File: src/rtl/mult_arbiter_pkg.sv
// mult_pkg: shared definitions for the multiplier arbiter.
//   - default operand width and requester count
//   - request/response record types at the default widths
//   - rr_pick: round-robin one-hot grant selection
package mult_pkg;

    localparam int N_DEF    = 16;
    localparam int NREQ_DEF = 4;
    // rr_pick works on a fixed maximum width so it can live in the package;
    // callers zero-extend their vectors and slice the result.
    localparam int NREQ_MAX = 16;
    localparam int PTR_W    = 4;

    typedef struct packed {
        logic [N_DEF-1:0] a;
        logic [N_DEF-1:0] b;
    } mult_req_t;

    typedef struct packed {
        logic [$clog2(NREQ_DEF)-1:0] id;
        logic [2*N_DEF-1:0]          result;
        logic                        ov;
    } mult_rsp_t;

    // First set bit of valid searching ptr, ptr+1, ... wrapping at nreq.
    // ptr must be below nreq. Returns all zeros when nothing is valid.
    function automatic logic [NREQ_MAX-1:0] rr_pick(
        input logic [NREQ_MAX-1:0] valid,
        input logic [PTR_W-1:0]    ptr,
        input int                  nreq
    );
        logic [NREQ_MAX-1:0] g;
        logic                found;
        logic [PTR_W:0]      sum;
        g     = '0;
        found = 1'b0;
        for (int k = 0; k < NREQ_MAX; k++) begin
            // ptr < nreq and k < nreq, so one subtraction completes the wrap
            sum = {1'b0, ptr} + 5'(k);
            if (sum >= 5'(nreq)) begin
                sum = sum - 5'(nreq);
            end
            if ((k < nreq) && !found && valid[sum[PTR_W-1:0]]) begin
                g[sum[PTR_W-1:0]] = 1'b1;
                found             = 1'b1;
            end
        end
        return g;
    endfunction

endpackage

File: src/rtl/mult_arbiter_op_mult.sv
// op_mult: combinational N x N -> 2N multiplier.
//   a, b    in   N   operands (two's complement when SIGNED != 0)
//   result  out  2N  product, clamped when SATURATE != 0 and ov is set
//   ov      out  1   signed mode only: product does not fit in 2N-1 bits,
//                    i.e. the two top bits of the full product differ. For
//                    fractional (Q) operands this is the single case
//                    most-negative * most-negative.
module op_mult #(
    parameter int N        = 16,
    parameter int SATURATE = 1,
    parameter int SIGNED   = 1
) (
    input  logic [N-1:0]   a,
    input  logic [N-1:0]   b,
    output logic [2*N-1:0] result,
    output logic           ov
);
    logic [2*N-1:0] a_ext;
    logic [2*N-1:0] b_ext;
    logic [2*N-1:0] prod;
    logic           raw_ov;

    // The low 2N bits of a 2N x 2N product of extended operands are the
    // exact N x N product in either signedness.
    if (SIGNED != 0) begin : g_signed
        assign a_ext  = {{N{a[N-1]}}, a};
        assign b_ext  = {{N{b[N-1]}}, b};
        assign raw_ov = prod[2*N-1] ^ prod[2*N-2];
    end else begin : g_unsigned
        assign a_ext  = {{N{1'b0}}, a};
        assign b_ext  = {{N{1'b0}}, b};
        assign raw_ov = 1'b0;
    end

    assign prod = a_ext * b_ext;
    assign ov   = raw_ov;

    if (SATURATE != 0) begin : g_sat
        // Clamp toward the sign of the true product (top bit of prod).
        assign result = !raw_ov ? prod :
                        (prod[2*N-1] ? {1'b1, {(2*N-1){1'b0}}}
                                     : {1'b0, {(2*N-1){1'b1}}});
    end else begin : g_wrap
        assign result = prod;
    end

endmodule

File: src/rtl/mult_arbiter.sv
// mult_arbiter: shares one op_mult between NREQ requesters.
//   clk, rst_n        clock, asynchronous active-low reset
//   req_valid/ready   per-requester request handshake (ready one-hot or 0)
//   req_a, req_b      packed operands, slice i belongs to requester i
//   rsp_valid/ready   shared response handshake
//   rsp_id            requester index of the result
//   rsp_result/ov     product and overflow flag from op_mult
//   ov_count          saturating count of delivered responses with ov set
//
// Handshakes: a transfer happens on a rising edge where valid & ready are
// both high. Requesters hold valid and operands until accepted; the block
// holds rsp_* while rsp_valid & !rsp_ready. req_ready depends on req_valid
// combinationally; no path runs from any ready to a valid.
//
// Pipeline: S1 (issue register) -> op_mult -> S2 (rsp_* register).
module mult_arbiter
    import mult_pkg::*;
#(
    parameter int N        = N_DEF,
    parameter int NREQ     = NREQ_DEF,
    parameter int SATURATE = 1,
    parameter int SIGNED   = 1,
    parameter int IDW      = $clog2(NREQ)
) (
    input  logic                clk,
    input  logic                rst_n,
    input  logic [NREQ-1:0]     req_valid,
    output logic [NREQ-1:0]     req_ready,
    input  logic [NREQ*N-1:0]   req_a,
    input  logic [NREQ*N-1:0]   req_b,
    output logic                rsp_valid,
    input  logic                rsp_ready,
    output logic [IDW-1:0]      rsp_id,
    output logic [2*N-1:0]      rsp_result,
    output logic                rsp_ov,
    output logic [15:0]         ov_count
);
    logic                s1_valid;
    logic [IDW-1:0]      s1_id;
    logic [N-1:0]        s1_a;
    logic [N-1:0]        s1_b;
    logic [IDW-1:0]      rr;

    logic                s2_free;
    logic                s1_free;
    logic                issue;
    logic [NREQ_MAX-1:0] valid_ext;
    logic [PTR_W-1:0]    rr_ext;
    logic [NREQ_MAX-1:0] pick;
    logic [NREQ-1:0]     grant;
    logic [IDW-1:0]      grant_id;
    logic [IDW-1:0]      rr_next;
    logic [N-1:0]        grant_a;
    logic [N-1:0]        grant_b;
    logic [2*N-1:0]      mult_result;
    logic                mult_ov;

    assign s2_free = !rsp_valid || rsp_ready;
    assign s1_free = !s1_valid || s2_free;
    assign issue   = s1_free && (|req_valid);

    always_comb begin
        valid_ext               = '0;
        valid_ext[NREQ-1:0]     = req_valid;
        rr_ext                  = '0;
        rr_ext[IDW-1:0]         = rr;
        pick                    = rr_pick(valid_ext, rr_ext, NREQ);
        grant                   = pick[NREQ-1:0];
        grant_id                = '0;
        for (int i = 0; i < NREQ_MAX; i++) begin
            if (pick[i]) begin
                grant_id = IDW'(i);
            end
        end
    end

    assign rr_next = (int'(grant_id) == NREQ - 1) ? '0 : grant_id + IDW'(1);
    assign grant_a = req_a[int'(grant_id)*N +: N];
    assign grant_b = req_b[int'(grant_id)*N +: N];

    // rst_n gates ready so nothing looks accepted while the flops are held.
    assign req_ready = grant & {NREQ{s1_free && rst_n}};

    // S1 issue register and round-robin pointer
    always_ff @(posedge clk or negedge rst_n) begin
        if (!rst_n) begin
            s1_valid <= 1'b0;
            s1_id    <= '0;
            s1_a     <= '0;
            s1_b     <= '0;
            rr       <= '0;
        end else if (s1_free) begin
            s1_valid <= issue;
            if (issue) begin
                s1_id <= grant_id;
                s1_a  <= grant_a;
                s1_b  <= grant_b;
                rr    <= rr_next;
            end
        end
    end

    op_mult #(
        .N        (N),
        .SATURATE (SATURATE),
        .SIGNED   (SIGNED)
    ) u_op_mult (
        .a      (s1_a),
        .b      (s1_b),
        .result (mult_result),
        .ov     (mult_ov)
    );

    // S2 output register: loads whenever it is empty or being drained.
    always_ff @(posedge clk or negedge rst_n) begin
        if (!rst_n) begin
            rsp_valid  <= 1'b0;
            rsp_id     <= '0;
            rsp_result <= '0;
            rsp_ov     <= 1'b0;
        end else if (s2_free) begin
            rsp_valid <= s1_valid;
            if (s1_valid) begin
                rsp_id     <= s1_id;
                rsp_result <= mult_result;
                rsp_ov     <= mult_ov;
            end
        end
    end

    always_ff @(posedge clk or negedge rst_n) begin
        if (!rst_n) begin
            ov_count <= '0;
        end else if (rsp_valid && rsp_ready && rsp_ov && (ov_count != 16'hFFFF)) begin
            ov_count <= ov_count + 16'd1;
        end
    end

endmodule

File: config.mk
export PLATFORM = sky130hd
export DESIGN_NAME = mult_arbiter
export DESIGN_NICKNAME = d
export VERILOG_FILES = /design/src/rtl/mult_arbiter_pkg.sv /design/src/rtl/mult_arbiter_op_mult.sv /design/src/rtl/mult_arbiter.sv
export SDC_FILE = /design/constraint.sdc
export NUM_CORES = 1
export LEC_CHECK = 0
export BUFFER_PORTS_ARGS = -buffer_cell sky130_fd_sc_hd__buf_2
export CAP_MARGIN = 30
export CELL_PAD_IN_SITES_DETAIL_PLACEMENT = 0
export CELL_PAD_IN_SITES_GLOBAL_PLACEMENT = 2
export CORE_MARGIN = 5
export CORE_UTILIZATION = 40
export CTS_CLUSTER_DIAMETER = 120
export DETAILED_ROUTE_END_ITERATION = 10
export GPL_TIMING_DRIVEN = 0
export PLACE_DENSITY = 0.89
export SLEW_MARGIN = 20
export SYNTH_ARGS = -nofsm -noshare
export SYNTH_HDL_FRONTEND = slang
export SYNTH_SLANG_ARGS = --single-unit
File: constraint.sdc
create_clock -name clk -period 18.2 [get_ports clk]
set_input_delay 3.64 -clock clk [delete_from_list [all_inputs] [get_ports clk]]
set_output_delay 3.64 -clock clk [all_outputs]
set_load 0.01 [all_outputs]
==> flow_summary.yaml <==
run_status:
  status: "finished, final reports clean"
floorplanning:
  io-pin-count: 191
  die_area_um2: 41800
  std_cell_rows: 71
  fp.dieH_um: 204
  die_w_um: 204
  fp.coreArea_um2: 37500
  start_util_pct: 40.3
worst_setup_path:
  rrSetupSlack_ps: 8890
  critPathBufInv: 4
  path_class: "input pin to output pin"
  critPathTopFamily: "compound AO/OA/AOI/OAI gates"
  slowest_delay_ps: 650
  path_cells: "buf_2 -> mux4_2 -> buf_2 -> a21oi_1 -> o21ba_2 -> a221oi_2 -> clkbuf_1 -> nor2_1 -> buf_2"
  crit_required_ps: 14560
  crit_fanout: 10
  arrival_ps: 6040
  cpMostUsedCell: "buf_2"
  cp-end-kind: "output pin"
  slowest_stage: "a221oi_2"
  start_kind: "input pin"
yosys:
  yosysWarnings: 0
  synth-edff-count: 0
  avgSynthCellArea_um2: 8.90
  synthTopCellsByArea: "fa_1, dfrtp_1, ha_1"
  synth_nets: 2190
  synth_most_common_cell: "inv_1"
  synth_seq_area_share_pct: 14.7
  synth_common_cells: "inv_1, fa_1, nand2_1, and2_1, nor2_1"
  synth_ff_type: "dfrtp_1"
  yosys.area.top_type: "fa_1"
  syn-cell-area_um2: 15100
  synth_cell_types: 60
  post-synth-top-area-fraction_pct: 34.7
  syn_inst: 1699
  async_reset_ff_share_pct: 100
  synth_seq_cells: 89
global_routing:
  grt_usage_pct: 23.7
  grt_pass1_wl_mm: 76.4
  antenna_found_initial: 5
  grt_max_degree: 56
  grt_pass1_vias: 13500
  overflow: 0
placement:
  dp_cells: 2401
  gp_congestion: 0.866
  dpl.hpwl_mm: 40.7
  io_buffers: 190
cts:
  clock-sinks: 89
  cts_resized: 0
  cts_made_buffers: 9
  cts_root_buf: "clkbuf_16"
  clk_pin_slew_worst_paths_ps: 80
  cts_tree: "done"
  clk_latency_ps: 380
  cts_hold_buf: 0
  htreeDepth: 3
  cts_setup_buffers: 0
  cts_buffer_depth: 2
route:
  drt_iter0_markers: 679
  drcViolationCount: 0
  wl_per_cell_um: 20.0
  postRouteAntennaNets: 0
  drt-total-wl_mm: 48.3
  dr.max_layer_used: "met5"
  avgViaCountPerCell: 5.30
  wl_met2_mm: 24.2
  drt-met1-wl_mm: 20.3
  vias: 12800
  first_pass_iters: 5
  wl_met3_mm: 2.86
timing:
  fmax_mhz: 103
  relSlewSlack_pct: 42.1
  report.final.slew_viol_count: 0
  rsz0062_at_grt: "false"
  worst_hold_slack_ps: 494
  finClkSkew_ps: 18.2
  hold_viol: 0
  setup_viol: 0
  setup_tns_ps: 0
  tightest_slew_ps: 869
  final.min_clock_period_ps: 9680
  period_share_pct: 53.2
final_layout:
  nets: 2392
  multiInputGateArea_um2: 11400
  regArea_um2: 2230
  final_cells: 2418
  fillCellCount: 3881
  drive_above_1_share_pct: 13.5
  area_growth_syn_to_layout_pct: 12.8
hold_path:
  holdCritPathClass: "register to register"
flow_run:
  max_cap_violations: 0
-- layer usage --
metal  up-vias  track usage (%)
met5         -                0
met4         6             4.83
met3        51             4.33
met2       403             40.8
met1      6511             31.5
li1       5842                -
-- layout by cell type, fill, tap and decap left out, types with 12 or more instances in the layout --
cell type  instances
nor2_1            97
a21oi_1           91
inv_1            303
clkbuf_1          77
a2111oi_0         36
fa_1             262
dfrtp_1           89
a31o_2            25
ha_1              94
buf_2            195
o21ai_0           68
nand3_1           21
nand2_1          181
and3_1            38
a21o_1            14
and2_1           122
nor3_1            12
xor2_1            13
a31oi_1           19
xnor2_1           28
-- state kept, by name, indices dropped and copies added, names as in the netlist --
register    cells
ov_count       16
rr              2
rsp_id          2
rsp_ov          1
rsp_result     32
rsp_valid       1
s1_a           16
s1_b           16
s1_id           2
s1_valid        1
-- worst paths after layout --
check,from,to,depth (start not counted)
min in group asynchronous,rst_n,ov_count[3],1
hold reg to reg,rsp_id[0],rsp_id[0],2
setup / recovery,req_valid[3],req_ready[3],9
max in group asynchronous,rst_n,s1_a[7],2
hold / removal,rsp_id[0],rsp_id[0],2
setup reg to reg,s1_b[8],rsp_result[17],27
-- metrics by stage --
stage | setup WS [ps] | cell area, um^2 | util, %
2_1_floorplan | 9270 | 15100 | -
3_3_place_gp | 7850 | 16700 | 44.6
3_5_place_dp | 8520 | 16700 | 44.7
4_1_cts | 8520 | 17100 | 45.5
5_1_grt | 8270 | 17100 | 45.5
6_report | 8520 | 17100 | 45.5
-- worst register-to-register path: stages, from the launching register on --
cell      delay, ps
dfrtp_1         320
clkbuf_1        590
clkbuf_1        580
nand2_1         160
fa_1            530
inv_1            50
fa_1            510
fa_1            530
fa_1            520
fa_1            540
inv_1            60
fa_1            560
inv_1            50
ha_1            410
nand2_1         120
nor3_1          460
nand2_1         180
a211oi_1        490
o21ai_0         290
a21oi_1         240
nand2b_1        180
inv_1            60
ha_1            360
inv_1            90
clkbuf_1        350
clkbuf_1        540
nand3_1         240
a31oi_1         220
-- kinds of logic (layout without fill, tap and decap cells) --
| kind of cell | after synthesis | count (layout) | share of synthesized area, % |
|---|---|---|---|
| AO/OA/AOI/OAI | 300 | 300 | 13.1 |
| XOR/XNOR | 41 | 41 | 2.37 |
| adder cells (fa/ha/maj) | 356 | 356 | 42.5 |
| buffers and inverters | 387 | 594 | 9.68 |
| flip-flops | 89 | 89 | 14.7 |
| multiplexers | 11 | 11 | 1.00 |
| other | 0 | 1 | 0 |
| AND/OR/NAND/NOR | 515 | 515 | 16.6 |
-- area by class of cell --
type	instances	share of cell area, %
timing repair buffer	191	5.77
multi-input combinational	1223	67.0
clock inverter	7	0.462
clock buffer	9	1.32
buffer	84	1.91
tap	511	3.75
inverter	303	6.67
sequential	89	13.1
antenna	1	0.0147
Power is left out: the tool's default activity adds up to more than one toggle a clock period on the data nets, which glitch-free logic cannot reach.
